--- config.mk ---
export PLATFORM = sky130hd
export DESIGN_NAME = interrupt_controller
export DESIGN_NICKNAME = d
export VERILOG_FILES = /design/src/rtl/interrupt_controller.sv
export SDC_FILE = /design/constraint.sdc
export NUM_CORES = 1
export LEC_CHECK = 0
export ABC_AREA = 1
export CAP_MARGIN = 10
export CORE_MARGIN = 2
export CORE_UTILIZATION = 60
export DETAILED_ROUTE_END_ITERATION = 7
export DONT_BUFFER_PORTS = 1
export GPL_ROUTABILITY_DRIVEN = 0
export MAX_ROUTING_LAYER = met4
export PLACE_DENSITY_LB_ADDON = 0.3
export SETUP_SLACK_MARGIN = 0.02
export SLEW_MARGIN = 20
export SYNTH_ARGS = -nofsm -noshare
export SYNTH_HDL_FRONTEND = slang
export SYNTH_SLANG_ARGS = --single-unit
--- constraint.sdc ---
create_clock -name clk -period 1.4 [get_ports clk]
set_input_delay 0.42 -clock clk [delete_from_list [all_inputs] [get_ports clk]]
set_output_delay 0.42 -clock clk [all_outputs]
set_load 0.1 [all_outputs]
--- src/rtl/interrupt_controller.sv ---
`default_nettype none
// ============================================================================
// Module      : interrupt_controller
// Description : Eight-line edge-triggered interrupt collector with mask,
//               fixed priority (bit 0 highest) and capture/ack handshake.
// Revision    : 1.0  initial release
// ============================================================================
module interrupt_controller #(
    parameter int NUM_IRQ     = 8,
    parameter int SYNC_STAGES = 2
) (
    input  logic               clk,
    input  logic               arst_n,
    input  logic [NUM_IRQ-1:0] irq,
    input  logic               irq_en,
    input  logic [NUM_IRQ-1:0] z_bus,
    input  logic               ctrl_mask_flags_wrt,
    input  logic               ctrl_int_vector_wrt,
    input  logic               ctrl_int_ack,
    input  logic               ctrl_clear_all_ints,
    output logic               int_pending,
    output logic [7:0]         int_vector,
    output logic [NUM_IRQ-1:0] int_mask,
    output logic [NUM_IRQ-1:0] int_status
);

    localparam int c_IDX_W = 3;

    typedef enum logic [0:0] {
        ST_IDLE     = 1'b0,
        ST_CAPTURED = 1'b1
    } state_t;

    logic [SYNC_STAGES-1:0][NUM_IRQ-1:0] r_sync;
    logic [NUM_IRQ-1:0]                  r_edge_q;
    logic [NUM_IRQ-1:0]                  r_pending;
    logic [NUM_IRQ-1:0]                  r_mask;
    logic [c_IDX_W-1:0]                  r_cap_idx;
    logic [7:0]                          r_int_vector;
    state_t                              r_state;
    state_t                              w_state_nxt;

    logic [NUM_IRQ-1:0]                  w_edge;
    logic [NUM_IRQ-1:0]                  w_active;
    logic                                w_any;
    logic [c_IDX_W-1:0]                  w_idx;
    logic                                w_capture;
    logic                                w_retire;
    logic [NUM_IRQ-1:0]                  w_clr_bits;
    logic [NUM_IRQ-1:0]                  w_pending_nxt;

    // Synchroniser chain followed by the edge-history flop
    always_ff @(posedge clk) begin
        if (!arst_n) begin
            r_sync   <= '0;
            r_edge_q <= '0;
        end else begin
            r_sync[0] <= irq;
            for (int s = 1; s < SYNC_STAGES; s++) begin
                r_sync[s] <= r_sync[s-1];
            end
            r_edge_q <= r_sync[SYNC_STAGES-1];
        end
    end

    assign w_edge   = r_sync[SYNC_STAGES-1] & ~r_edge_q;
    assign w_active = r_pending & r_mask;
    assign w_any    = |w_active;

    // Lowest set bit wins: scan from the top so bit 0 is written last
    always_comb begin
        w_idx = '0;
        for (int i = NUM_IRQ - 1; i >= 0; i--) begin
            if (w_active[i]) begin
                w_idx = c_IDX_W'(i);
            end
        end
    end

    always_comb begin
        w_state_nxt = r_state;
        w_capture   = 1'b0;
        w_retire    = 1'b0;
        case (r_state)
            ST_IDLE: begin
                if (!ctrl_clear_all_ints && !ctrl_int_vector_wrt && w_any) begin
                    w_capture   = 1'b1;
                    w_state_nxt = ST_CAPTURED;
                end
            end
            ST_CAPTURED: begin
                if (ctrl_clear_all_ints) begin
                    w_state_nxt = ST_IDLE;
                end else if (ctrl_int_ack) begin
                    w_retire    = 1'b1;
                    w_state_nxt = ST_IDLE;
                end
            end
            default: w_state_nxt = ST_IDLE;
        endcase
    end

    // New edges are OR-ed in last so they survive a same-cycle clear
    always_comb begin
        w_clr_bits = '0;
        if (ctrl_clear_all_ints) begin
            w_clr_bits = '1;
        end else if (w_retire) begin
            w_clr_bits = NUM_IRQ'(1) << r_cap_idx;
        end
        w_pending_nxt = (r_pending & ~w_clr_bits) | w_edge;
    end

    always_ff @(posedge clk) begin
        if (!arst_n) begin
            r_state      <= ST_IDLE;
            r_pending    <= '0;
            r_mask       <= '0;
            r_cap_idx    <= '0;
            r_int_vector <= '0;
        end else begin
            r_state   <= w_state_nxt;
            r_pending <= w_pending_nxt;
            if (!ctrl_mask_flags_wrt) begin
                r_mask <= z_bus;
            end
            if (w_capture) begin
                r_cap_idx    <= w_idx;
                r_int_vector <= {w_idx, 5'b00000};
            end
        end
    end

    assign int_pending = (r_state == ST_IDLE) & irq_en & w_any;
    assign int_vector  = r_int_vector;
    assign int_mask    = r_mask;
    assign int_status  = r_pending;

endmodule
`default_nettype wire

Word-level counts from Yosys, hierarchy flattened

Index checks and enable logic that the tools add are counted.

Bits in registers: 44
Bits of input ports: 23
Output and inout bits: 25
Word-level logic and storage cells: 40

Shifts and indexed selects: 1
Muxes and demuxes: 18
Bitwise logic cells: 9
Reduce and logical (&&, ||, !) cells: 5

Operators with widths:

| operator              | number |
|---|---|
| $and A8 B8 Y8         | 3 |
| $mux W3               | 8 |
| $mux W8               | 2 |
| $not A8 Y8            | 2 |
| $or A8 B8 Y8          | 1 |
| $reduce_or A8 Y1      | 1 |
| $shl A1 B3 Y8 const A | 1 |
| $mux W1               | 7 |
| $and A1 B1 Y1         | 2 |
| $logic_and A1 B1 Y1   | 2 |
| $logic_not A1 Y1      | 2 |
| $pmux W1 S2           | 1 |
| $not A1 Y1            | 1 |

Depth between registers and ports, before layout

Gate-level depths: netlist of the first run.

Word-level depth: 9
Depth in mapped cells: 10
Depth with buffers taken out: 10

Worst setup path before layout of the first run

No wires, ideal clock.

Kind: flip-flop to output port
Start: register r_pending[3], in the netlist int_status[3]
End: output port int_pending
Arrival time: 2.674 ns
Data required time: 0.980 ns
Slack: -1.694 ns
Cell stages (with the launch flop): 5
Path through: dfxtp_1 nand2_1 nand4_2 nor2_1 nor2_1

Word-level cells in the longest chain between the ends: 3

RTL lines:

| element                | line | RTL |
|---|---|---|
| start, declared        | 36   | `logic [NUM_IRQ-1:0] r_pending;` |
| start signal, assigned | 123  | `r_pending <= w_pending_nxt;` |
| $and A8 B8 Y8          | 67   | `assign w_active = r_pending & r_mask;` |
| $reduce_or A8 Y1       | 68   | `assign w_any = \|w_active;` |
| $and A1 B1 Y1          | 134  | `assign int_pending = (r_state == ST_IDLE) & irq_en & w_any;` |
| end, declared          | 21   | `output logic int_pending,` |

No other way between the ends.

Worst setup path in the final report of the first run

Start: register r_pending[1], in the netlist int_status[1]
End: output port int_pending

The elaborated chain is that of the path after synthesis.

==> summary.md, run 1 <==
| Metric | Value |
|---|---|
| Slowest stage cell, crit path | dfxtp_4 |
| Die Ht | 56.1 um |
| Pre-antenna DRT Iters | 8 |
| I/O pins | 48 |
| CTS tree | done |
| EDFF count, synth | 0 |
| Power share of the combinational group | 0.218 |
| Core Area | 2520 um2 |
| Worst EP arrival | 1.49 ns |
| Clock transition at path regs | 0.13 ns |
| Startpoint Class | flop |
| Final worst slack | -0.513 ns |
| Area delta synth->final | 39.5% |
| Syn_area_per_cell | 8.09 um2 |
| Worst-path cell chain | nand2_1, nand4_2, nor2_2, nor2_4, buf_12 |
| Crit-path max FO | 3 |
| Most common cell in the netlist | nand2_1 |
| Prevailing post-synth register cell | dfxtp_1 |
| Place WS | -0.000114 ns |
| Die area | 3140 um2 |
| Minimum clock period | 1.91 ns |
| Clock net sink count | 44 |
| Sequential share of power | 0.533 |
| F_max | 523 MHz |
| DPL Wire Length | 2550 um |
| Worst Path Buf+Inv | 1 |
| Final hold slack | 0.146 ns |
| Largest delay share family, worst path | simple AND/OR/NAND/NOR gates |
| Vias | 1635 |
| Data required time at the worst endpoint | 0.98 ns |
| Vias/cell | 6.17 |
| NetSw | 0.877 mW |
| Leading post-synthesis cells by instance count | 46 x nand2_1, 44 x dfxtp_1, 31 x inv_1 |
| Routed WL | 5540 um |
| First DRT Iteration DRCs | 134 |
| First-pass GRT wire length | 6420 um |
| Dpl cells | 247 |
| Area leader, netlist | dfxtp_1 |
| Crit end category | output pin |
| Mapped Area | 1630 um2 |
| Ys Warns | 0 |
| Distinct cells, synth | 20 |
| Syn Inst Count | 201 |
| Power Density | 1110 nW/um2 |
| Initial antenna violation count | 0 |
| Drt drc | 0 |
| Design area | 2270 um2 |
| Unrepaired setup endpoints after global routing | true |
| Setup TNS | -0.812 ns |
| Largest net degree at the start of global routing | 43 |
| Final-layout fill cell count | 105 |
| Synth top area share | 0.542 |
| VDD IR max | 0.00152 V |
| Sw Ratio | 0.348 |
| Internal power | 1.65 mW |
| Post-synth ARST share | 0 |
| H-tree depth | 2 |
| Failing checks | setup timing |
| Proportion of layout cells with a drive suffix above 1 | 0.323 |
| TritonCTS Buffers | 5 |
| Clock Skew | 0.0199 ns |
| ANT cells | 0 |
| Vias in the first global route | 1446 |
| Total Routing Usage GR | 0.271 |
| ANT nets after route | 0 |
| Flop2flop setup slack | -0.04 ns |
| Die W | 56.1 um |
| Clk_lat worst skew | 0.37 ns |
| CTS Root Cell | clkbuf_4 |
| Max-slew violations | 0 |
| Clock power share | 0.250 |
| Final setup viols | 7 |
| Max-cap viol count | 0 |
| Final hold viol count | 0 |
| Worst min-delay path category | input port to flop |
| Port Buffers | 0 |
| Clock Tree Buf Depth | 2 |
| Met3 Use GR | 0.0884 |
| Slowest Stage Delay on Critical Path | 0.39 ns |
| Crit path kind | flop to output pin |
| Lkg Pwr | 1.17 nW |
| Finished Layout Cells | 265 |
| Status | finished, violations left |
| M2 GR Usage | 0.432 |
| Seq/Total Area, Yosys | 0.542 |
| Final #Nets | 257 |
| Crit share post-route | 1.37 |
| Total congestion overflow | 0 |
| WL per Instance | 20.9 um |
| Largest cells by area after synthesis | dfxtp_1 54%, nand2_1 11%, inv_1 7.2% |
| Initial Util | 0.645 |
| Met1 Use GR | 0.288 |
| Global route hottest layer | met2 |
| Post-synthesis register bit count | 44 |
| Post-DP Area | 1920 um2 |
| Row Count | 18 |
## layer usage
| metal | share of wire | vias to the layer above |
|---|---|---|
| met5 | 0 | - |
| met4 | 0.053 | 0 |
| met3 | 0.10 | 41 |
| met2 | 0.50 | 128 |
| met1 | 0.35 | 775 |
| li1 | - | 691 |
## path summary, 6_finish.rpt
check,start,endpoint,depth (start not counted)
worst max-delay path,int_status[1]$_SDFF_PN0_,int_pending,5
worst min-delay path,irq[7],r_sync[7]$_SDFF_PN0_,2
worst max register to register,int_status[1]$_SDFF_PN0_,r_cap_idx[1]$_SDFFE_PN0P_,7
worst min register to register,r_edge_q[1]$_SDFF_PN0_,int_status[1]$_SDFF_PN0_,1
## through the flow
stage	total power, mW	util
after floorplan	1.74	-
after global placement	1.79	0.762
after detailed placement	1.80	0.762
after CTS	2.43	0.827
after global routing	2.59	0.899
final	2.52	0.899
## cell families (layout without fill, tap and decap cells)
logic type      count (synthesis)  count (layout)  share of synthesized area
flops                          44              44                      0.542
buf+inv                        44              74                      0.126
simple gates                   89              89                      0.253
other cells                     1               5                    0.00231
compound gates                 23              23                     0.0769
## worst reg2reg max path: stages (launching register included)
cell,delay [ns]
dfxtp_4,0.39
nand2_1,0.19
nand4_2,0.14
buf_4,0.18
o21ai_4,0.19
nand2_1,0.09
o21ai_1,0.10
nor2_1,0.07
## state kept, by name, summed over array words and instances (netlist names)
| register | flops |
|---|---|
| r_sync | 16 |
| int_mask | 8 |
| int_status | 8 |
| r_edge_q | 8 |
| r_cap_idx | 3 |
| r_state | 1 |
## power by group through the flow
| stage | clock network [mW] | registers, mW | logic (mW) |
|---|---|---|---|
| after detailed placement | 0 | 1.36 | 0.448 |
| after global placement | 0 | 1.35 | 0.440 |
| after global routing | 0.674 | 1.35 | 0.567 |
| final | 0.630 | 1.34 | 0.550 |
| after floorplan | 0 | 1.55 | 0.188 |
| after CTS | 0.616 | 1.33 | 0.479 |
## cell usage in the layout, fill, tap and decap left out, types with 4 or more instances in the layout
| cell | n |
|---|---|
| dfxtp_1 | 25 |
| nand4_1 | 17 |
| inv_1 | 31 |
| dfxtp_4 | 19 |
| buf_12 | 16 |
| nor2_1 | 20 |
| nand2_4 | 4 |
| o21ai_1 | 9 |
| buf_4 | 11 |
| conb_1 | 5 |
| o21ai_0 | 8 |
| nand2_1 | 39 |
| clkbuf_4 | 5 |
## layout make-up
class                           count  area (um2)  area share
Sequential cell                    44         952       0.420
Inverter                           34         141      0.0623
Multi-Input combinational cell    117         611       0.269
Tap cell                           30        37.5      0.0165
Clock inverter                      3        18.8     0.00827
Timing Repair Buffer               32         470       0.207
Clock buffer                        5        37.5      0.0165
## timing repair
action / in CTS / in global routing
hold endpoints to repair: 0 / 0
hold buffers: 0 / 0
setup buffers: 1 / 9
cloned: 0 / 0
pin swaps: 0 / 6
endpoints found under the setup margin: 20 / 20
resized for setup: 28 / 24
(Power assumes the default switching activity.)
==> inputs of run 2 (changes only) <==
--- a/config.mk
+++ b/config.mk
@@ -9,10 +9,10 @@
 export CAP_MARGIN = 10
 export CORE_MARGIN = 2
 export CORE_UTILIZATION = 60
+export CTS_CLUSTER_DIAMETER = 60
 export DETAILED_ROUTE_END_ITERATION = 7
 export DONT_BUFFER_PORTS = 1
 export GPL_ROUTABILITY_DRIVEN = 0
-export MAX_ROUTING_LAYER = met4
 export PLACE_DENSITY_LB_ADDON = 0.3
 export SETUP_SLACK_MARGIN = 0.02
 export SLEW_MARGIN = 20
==> summary.md, run 2 (synthesized netlist as in run 1, its figures left out) <==
| Metric | Value |
|---|---|
| Final hold viol count | 0 (unchanged) |
| Row Count | 18 (unchanged) |
| Die Ht | 56.1 um (unchanged) |
| F_max | 532 MHz (was 523 MHz) |
| Total congestion overflow | 0 (unchanged) |
| Register area | 952 um2 (unchanged) |
| Minimum clock period | 1.88 ns (was 1.91 ns) |
| Final worst slack | -0.479 ns (was -0.513 ns) |
| First DRT Iteration DRCs | 127 (was 134) |
| CTS Root Cell | clkbuf_4 (unchanged) |
| Vias/cell | 6.14 (was 6.17) |
| Max reg flops | 16 (unchanged) |
| Clock Skew | 0.0173 ns (was 0.0199 ns) |
| VDD IR max | 0.00152 V (about the same) |
| Final #Nets | 257 (unchanged) |
| Max-cap viol count | 0 (unchanged) |
| Initial antenna violation count | 0 (unchanged) |
| First-pass GRT wire length | 6420 um (about the same) |
| Largest net degree at the start of global routing | 43 (unchanged) |
| Design area | 2270 um2 (unchanged) |
| Crit path kind | flop to output pin (unchanged) |
| Crit-path max FO | 3 (unchanged) |
| Vias in the first global route | 1448 (was 1446) |
| Final setup viols | 6 (was 7) |
| Clock net sink count | 44 (unchanged) |
| Core Area | 2520 um2 (unchanged) |
| Worst EP arrival | 1.46 ns (was 1.49 ns) |
| Unrepaired setup endpoints after global routing | true (unchanged) |
| Dpl cells | 247 (unchanged) |
| Place WS | -0.000114 ns (unchanged) |
| Vias | 1627 (was 1635) |
| Flop2flop setup slack | -0.02 ns (was -0.04 ns) |
| TritonCTS Buffers | 5 (unchanged) |
| Die area | 3140 um2 (unchanged) |
| DPL Wire Length | 2550 um (unchanged) |
| CTS tree | done (unchanged) |
| Startpoint Class | flop (unchanged) |
| Status | finished, violations left (unchanged) |
| Drt drc | 0 (unchanged) |
| Power Density | 1110 nW/um2 (about the same) |
| Pre-antenna DRT Iters | 4 (was 8) |
| Most common cell after layout, fill and taps aside | nand2_1 (unchanged) |
| Crit share post-route | 1.34 (was 1.37) |
| ANT nets after route | 0 (unchanged) |
| Worst min-delay path category | input port to flop (unchanged) |
| Routed WL | 5470 um (was 5540 um) |
| Data required time at the worst endpoint | 0.98 ns (about the same) |
| Final-layout fill cell count | 105 (unchanged) |
| Area delta synth->final | 39.5% (unchanged) |
| Clock Tree Buf Depth | 2 (unchanged) |
| Finished Layout Cells | 265 (unchanged) |
| I/O pins | 48 (unchanged) |
| Proportion of layout cells with a drive suffix above 1 | 0.323 (unchanged) |
| ANT cells | 0 (unchanged) |
| Pwr Total | 2.52 mW (about the same) |
| Hold Buf Count CTS | 0 (unchanged) |
| Total Routing Usage GR | 0.264 (was 0.271) |
| Crit end category | output pin (unchanged) |
| Post-DP Area | 1920 um2 (unchanged) |
| Initial Util | 0.645 (unchanged) |
| Port Buffers | 0 (unchanged) |
| Clock transition at path regs | 0.13 ns (about the same) |
| H-tree depth | 2 (unchanged) |
| Commonest non-fill, non-tap cells in the layout | 39 x nand2_1, 31 x inv_1, 25 x dfxtp_1 (unchanged) |
| Max-slew violations | 0 (unchanged) |
| Largest Register | r_sync (unchanged) |
| Multi-input logic area | 611 um2 (unchanged) |
| Failing checks | setup timing (unchanged) |
| WL per Instance | 20.6 um (was 20.9 um) |
| Die W | 56.1 um (unchanged) |
| Clk_lat worst skew | 0.37 ns (about the same) |
| Lkg Pwr | 1.17 nW (unchanged) |
## run 2: report_power, final
part | total, mW | switching (mW) | internal (mW)
sequential | 1.34 | 0.0507 | 1.29
clock | 0.628 | 0.434 | 0.194
combinational | 0.549 | 0.389 | 0.160
total | 2.52 | 0.874 | 1.65
## run 2: layout make-up
cell class,instances,share of cell area
sequential,44,0.420
multi-input combinational,117,0.269
timing repair buffer,32,0.207
inverter,34,0.0623
clock buffer,5,0.0165
tap,30,0.0165
clock inverter,3,0.00827
## run 2: timing repair
item,in CTS,in global routing
endpoints found under the setup margin,20,20
resized for setup,28,24
pin swaps,0,6
buffers inserted,1,9
## run 2: routing by layer
| metal | global-route usage | share of wire | up-vias |
|---|---|---|---|
| met5 | 0 | 0 | - |
| met3 | 0.0884 | 0.10 | 36 |
| met1 | 0.289 | 0.34 | 773 |
| met4 | 0.173 | 0.060 | 0 |
| met2 | 0.430 | 0.49 | 123 |
| li1 | - | - | 695 |
## run 2: path summary, 6_finish.rpt
path / from / to / cells past startpoint
max: int_status[1]$_SDFF_PN0_ / int_pending / 5
min: irq[7] / r_sync[7]$_SDFF_PN0_ / 2
max reg2reg: int_status[1]$_SDFF_PN0_ / r_cap_idx[1]$_SDFFE_PN0P_ / 7
min reg2reg: r_edge_q[1]$_SDFF_PN0_ / int_status[1]$_SDFF_PN0_ / 1
## run 2: through the flow
stage / setup TNS (ns) / hold WS, ns / util
finish: -0.743 / 0.145 / 0.899
global route: -1.07 / 0.129 / 0.899
CTS: -0.518 / 0.143 / 0.827
detailed placement: -0.000114 / 0.387 / 0.762
global placement: 0 / 0.382 / 0.762
floorplan: -0.377 / 0.379 / -
## run 2: worst max-delay path: stages, from the launching register on
cell and delay [ns]:
dfxtp_4 0.38, nand2_1 0.17, nand4_2 0.13, nor2_2 0.19, nor2_4 0.06, buf_12 0.16
==> inputs of run 3 (changes only) <==
--- a/config.mk
+++ b/config.mk
@@ -7,6 +7,7 @@
 export LEC_CHECK = 0
 export ABC_AREA = 1
 export CAP_MARGIN = 10
+export CORE_ASPECT_RATIO = 2
 export CORE_MARGIN = 2
 export CORE_UTILIZATION = 60
 export CTS_CLUSTER_DIAMETER = 60
@@ -14,6 +15,7 @@
 export DONT_BUFFER_PORTS = 1
 export GPL_ROUTABILITY_DRIVEN = 0
 export PLACE_DENSITY_LB_ADDON = 0.3
+export RECOVER_POWER = 50
 export SETUP_SLACK_MARGIN = 0.02
 export SLEW_MARGIN = 20
 export SYNTH_ARGS = -nofsm -noshare
==> summary.md, run 3 (synthesized netlist as in run 1, its figures left out) <==
| Metric | Value |
|---|---|
| Status | finished, violations left (unchanged) |
| Failing checks | setup timing (unchanged) |
| Pwr Total | 2.69 mW (was 2.52 mW) |
| Total congestion overflow | 0 (unchanged) |
| Startpoint Class | flop (unchanged) |
| Die W | 40.8 um (was 56.1 um) |
| Row Count | 26 (was 18) |
| Hold Buf Count CTS | 0 (unchanged) |
| CTS Root Cell | clkbuf_8 (was clkbuf_4) |
| Vias/cell | 5.54 (was 6.14) |
| Commonest non-fill, non-tap cells in the layout | 39 x nand2_1, 31 x inv_1, 25 x dfxtp_1 (unchanged) |
| ANT nets after route | 0 (unchanged) |
| Worst min-delay path category | input port to flop (unchanged) |
| Vias | 1446 (was 1627) |
| I/O pins | 48 (unchanged) |
| Core Area | 2570 um2 (was 2520 um2) |
| Slew Limit Headroom | 0.624 |
| Crit share post-route | 1.27 (was 1.34) |
| Final worst slack | -0.373 ns (was -0.479 ns) |
| Power Density | 1270 nW/um2 (was 1110 nW/um2) |
| Lkg Pwr | 1.11 nW (was 1.17 nW) |
| First DRT Iteration DRCs | 52 (was 127) |
| Crit end category | output pin (unchanged) |
| Critical Path Source | int_status[5]$_SDFF_PN0_ (was int_status[1]$_SDFF_PN0_) |
| Minimum clock period | 1.77 ns (was 1.88 ns) |
| ANT cells | 0 (unchanged) |
| Die Ht | 77.6 um (was 56.1 um) |
| Largest net degree at the start of global routing | 43 (unchanged) |
| Unrepaired setup endpoints after global routing | true (unchanged) |
| Finished Layout Cells | 261 (was 265) |
| Max-slew violations | 0 (unchanged) |
| H-tree depth | 2 (unchanged) |
| Most common cell after layout, fill and taps aside | nand2_1 (unchanged) |
| Final hold viol count | 0 (unchanged) |
| F_max | 564 MHz (was 532 MHz) |
| Clock transition at path regs | 0.08 ns (was 0.13 ns) |
| CTS tree | done (unchanged) |
| Clock Tree Buf Depth | 2 (unchanged) |
| Vias in the first global route | 1356 (was 1448) |
| HP Start | arst_n (was irq[7]) |
| Drt drc | 0 (unchanged) |
| Final-layout fill cell count | 150 (was 105) |
| Clk_lat worst skew | 0.31 ns (was 0.37 ns) |
| Max-cap viol count | 0 (unchanged) |
| Proportion of layout cells with a drive suffix above 1 | 0.313 (was 0.323) |
| Final setup viols | 7 (was 6) |
| Largest Register | r_sync (unchanged) |
| Pre-antenna DRT Iters | 5 (was 4) |
| Crit path kind | flop to output pin (unchanged) |
| Initial antenna violation count | 0 (unchanged) |
| TritonCTS Buffers | 5 (unchanged) |
| Final hold slack | 0.209 ns (was 0.145 ns) |
| VDD IR max | 0.000896 V (was 0.00152 V) |
| Area delta synth->final | 30.5% (was 39.5%) |
| Port Buffers | 0 (unchanged) |
| RR Startpoint | int_status[5]$_SDFF_PN0_ (was int_status[1]$_SDFF_PN0_) |
| Die area | 3170 um2 (was 3140 um2) |
| Final #Nets | 255 (was 257) |
| Clock net sink count | 44 (unchanged) |
| Clock Skew | 0.00716 ns (was 0.0173 ns) |
| Initial Util | 0.633 (was 0.645) |
| Slew @ Worst Pin | 0.564 ns |
| WL per Instance | 16.4 um (was 20.6 um) |
| Dpl cells | 245 (was 247) |
| DPL Wire Length | 2690 um (was 2550 um) |
| Data required time at the worst endpoint | 0.98 ns (about the same) |
| Total Routing Usage GR | 0.273 (was 0.264) |
| Max reg flops | 16 (unchanged) |
| Crit-path max FO | 2 (was 3) |
| Routed WL | 4290 um (was 5470 um) |
| First-pass GRT wire length | 5760 um (was 6420 um) |
| Worst EP arrival | 1.35 ns (was 1.46 ns) |
-- run 3: layout make-up --
type	count	area (um2)	share of cell area
Timing Repair Buffer	30	299	0.141
Inverter	34	141	0.0666
Clock buffer	7	97.6	0.0460
Sequential cell	44	945	0.445
Tap cell	28	35.0	0.0165
Multi-Input combinational cell	117	601	0.283
Clock inverter	1	5.00	0.00236
-- run 3: worst paths after layout --
path | endpoint | slack, ns | cells past startpoint
hold reg to reg | int_status[6]$_SDFF_PN0_ | 0.39 | 1
setup reg to reg | r_cap_idx[1]$_SDFFE_PN0P_ | 0.04 | 7
hold / removal | r_sync[0]$_SDFF_PN0_ | 0.21 | 2
setup / recovery | int_pending | -0.37 | 5
-- run 3: report_power, final --
| group | switching, mW | total [mW] | internal (mW) |
|---|---|---|---|
| logic | 0.374 | 0.484 | 0.110 |
| clock network | 0.423 | 0.880 | 0.457 |
| registers | 0.0364 | 1.33 | 1.29 |
-- run 3: worst max-delay path: stages, from the launching register on --
cell and delay, ns:
dfxtp_4 0.35, nand2_2 0.07, nand4_1 0.18, nor2_2 0.21
nor2_4 0.06, buf_12 0.16
-- run 3: timing repair --
action | CTS | global route
pin swaps | 6 | 4
resized for setup | 5 | 13
cloned | 0 | 0
endpoints found under the hold margin | 0 | 0
setup endpoints to repair | 3 | 14
setup buffers | 5 | 3
-- run 3: metrics by stage --
| stage | instance area [um2] | utilization | setup TNS [ns] | setup WS (ns) |
|---|---|---|---|---|
| floorplan | 1730 | - | -0.377 | -0.377 |
| finish | 2120 | 0.826 | -1.24 | -0.373 |
| detailed placement | 1920 | 0.747 | -0.00494 | -0.00494 |
| global route | 2120 | 0.826 | -1.49 | -0.428 |
| CTS | 2080 | 0.810 | -0.339 | -0.339 |
| global placement | 1920 | 0.747 | 0 | 0.0397 |
-- run 3: routing by layer --
| metal | track usage | vias to the layer above | wire length (um) |
|---|---|---|---|
| met3 | 0.0800 | 16 | 333 |
| met4 | 0.153 | 0 | 146 |
| met2 | 0.494 | 71 | 2390 |
| met1 | 0.223 | 677 | 1420 |
| met5 | 0 | - | 0 |
| li1 | - | 682 | - |
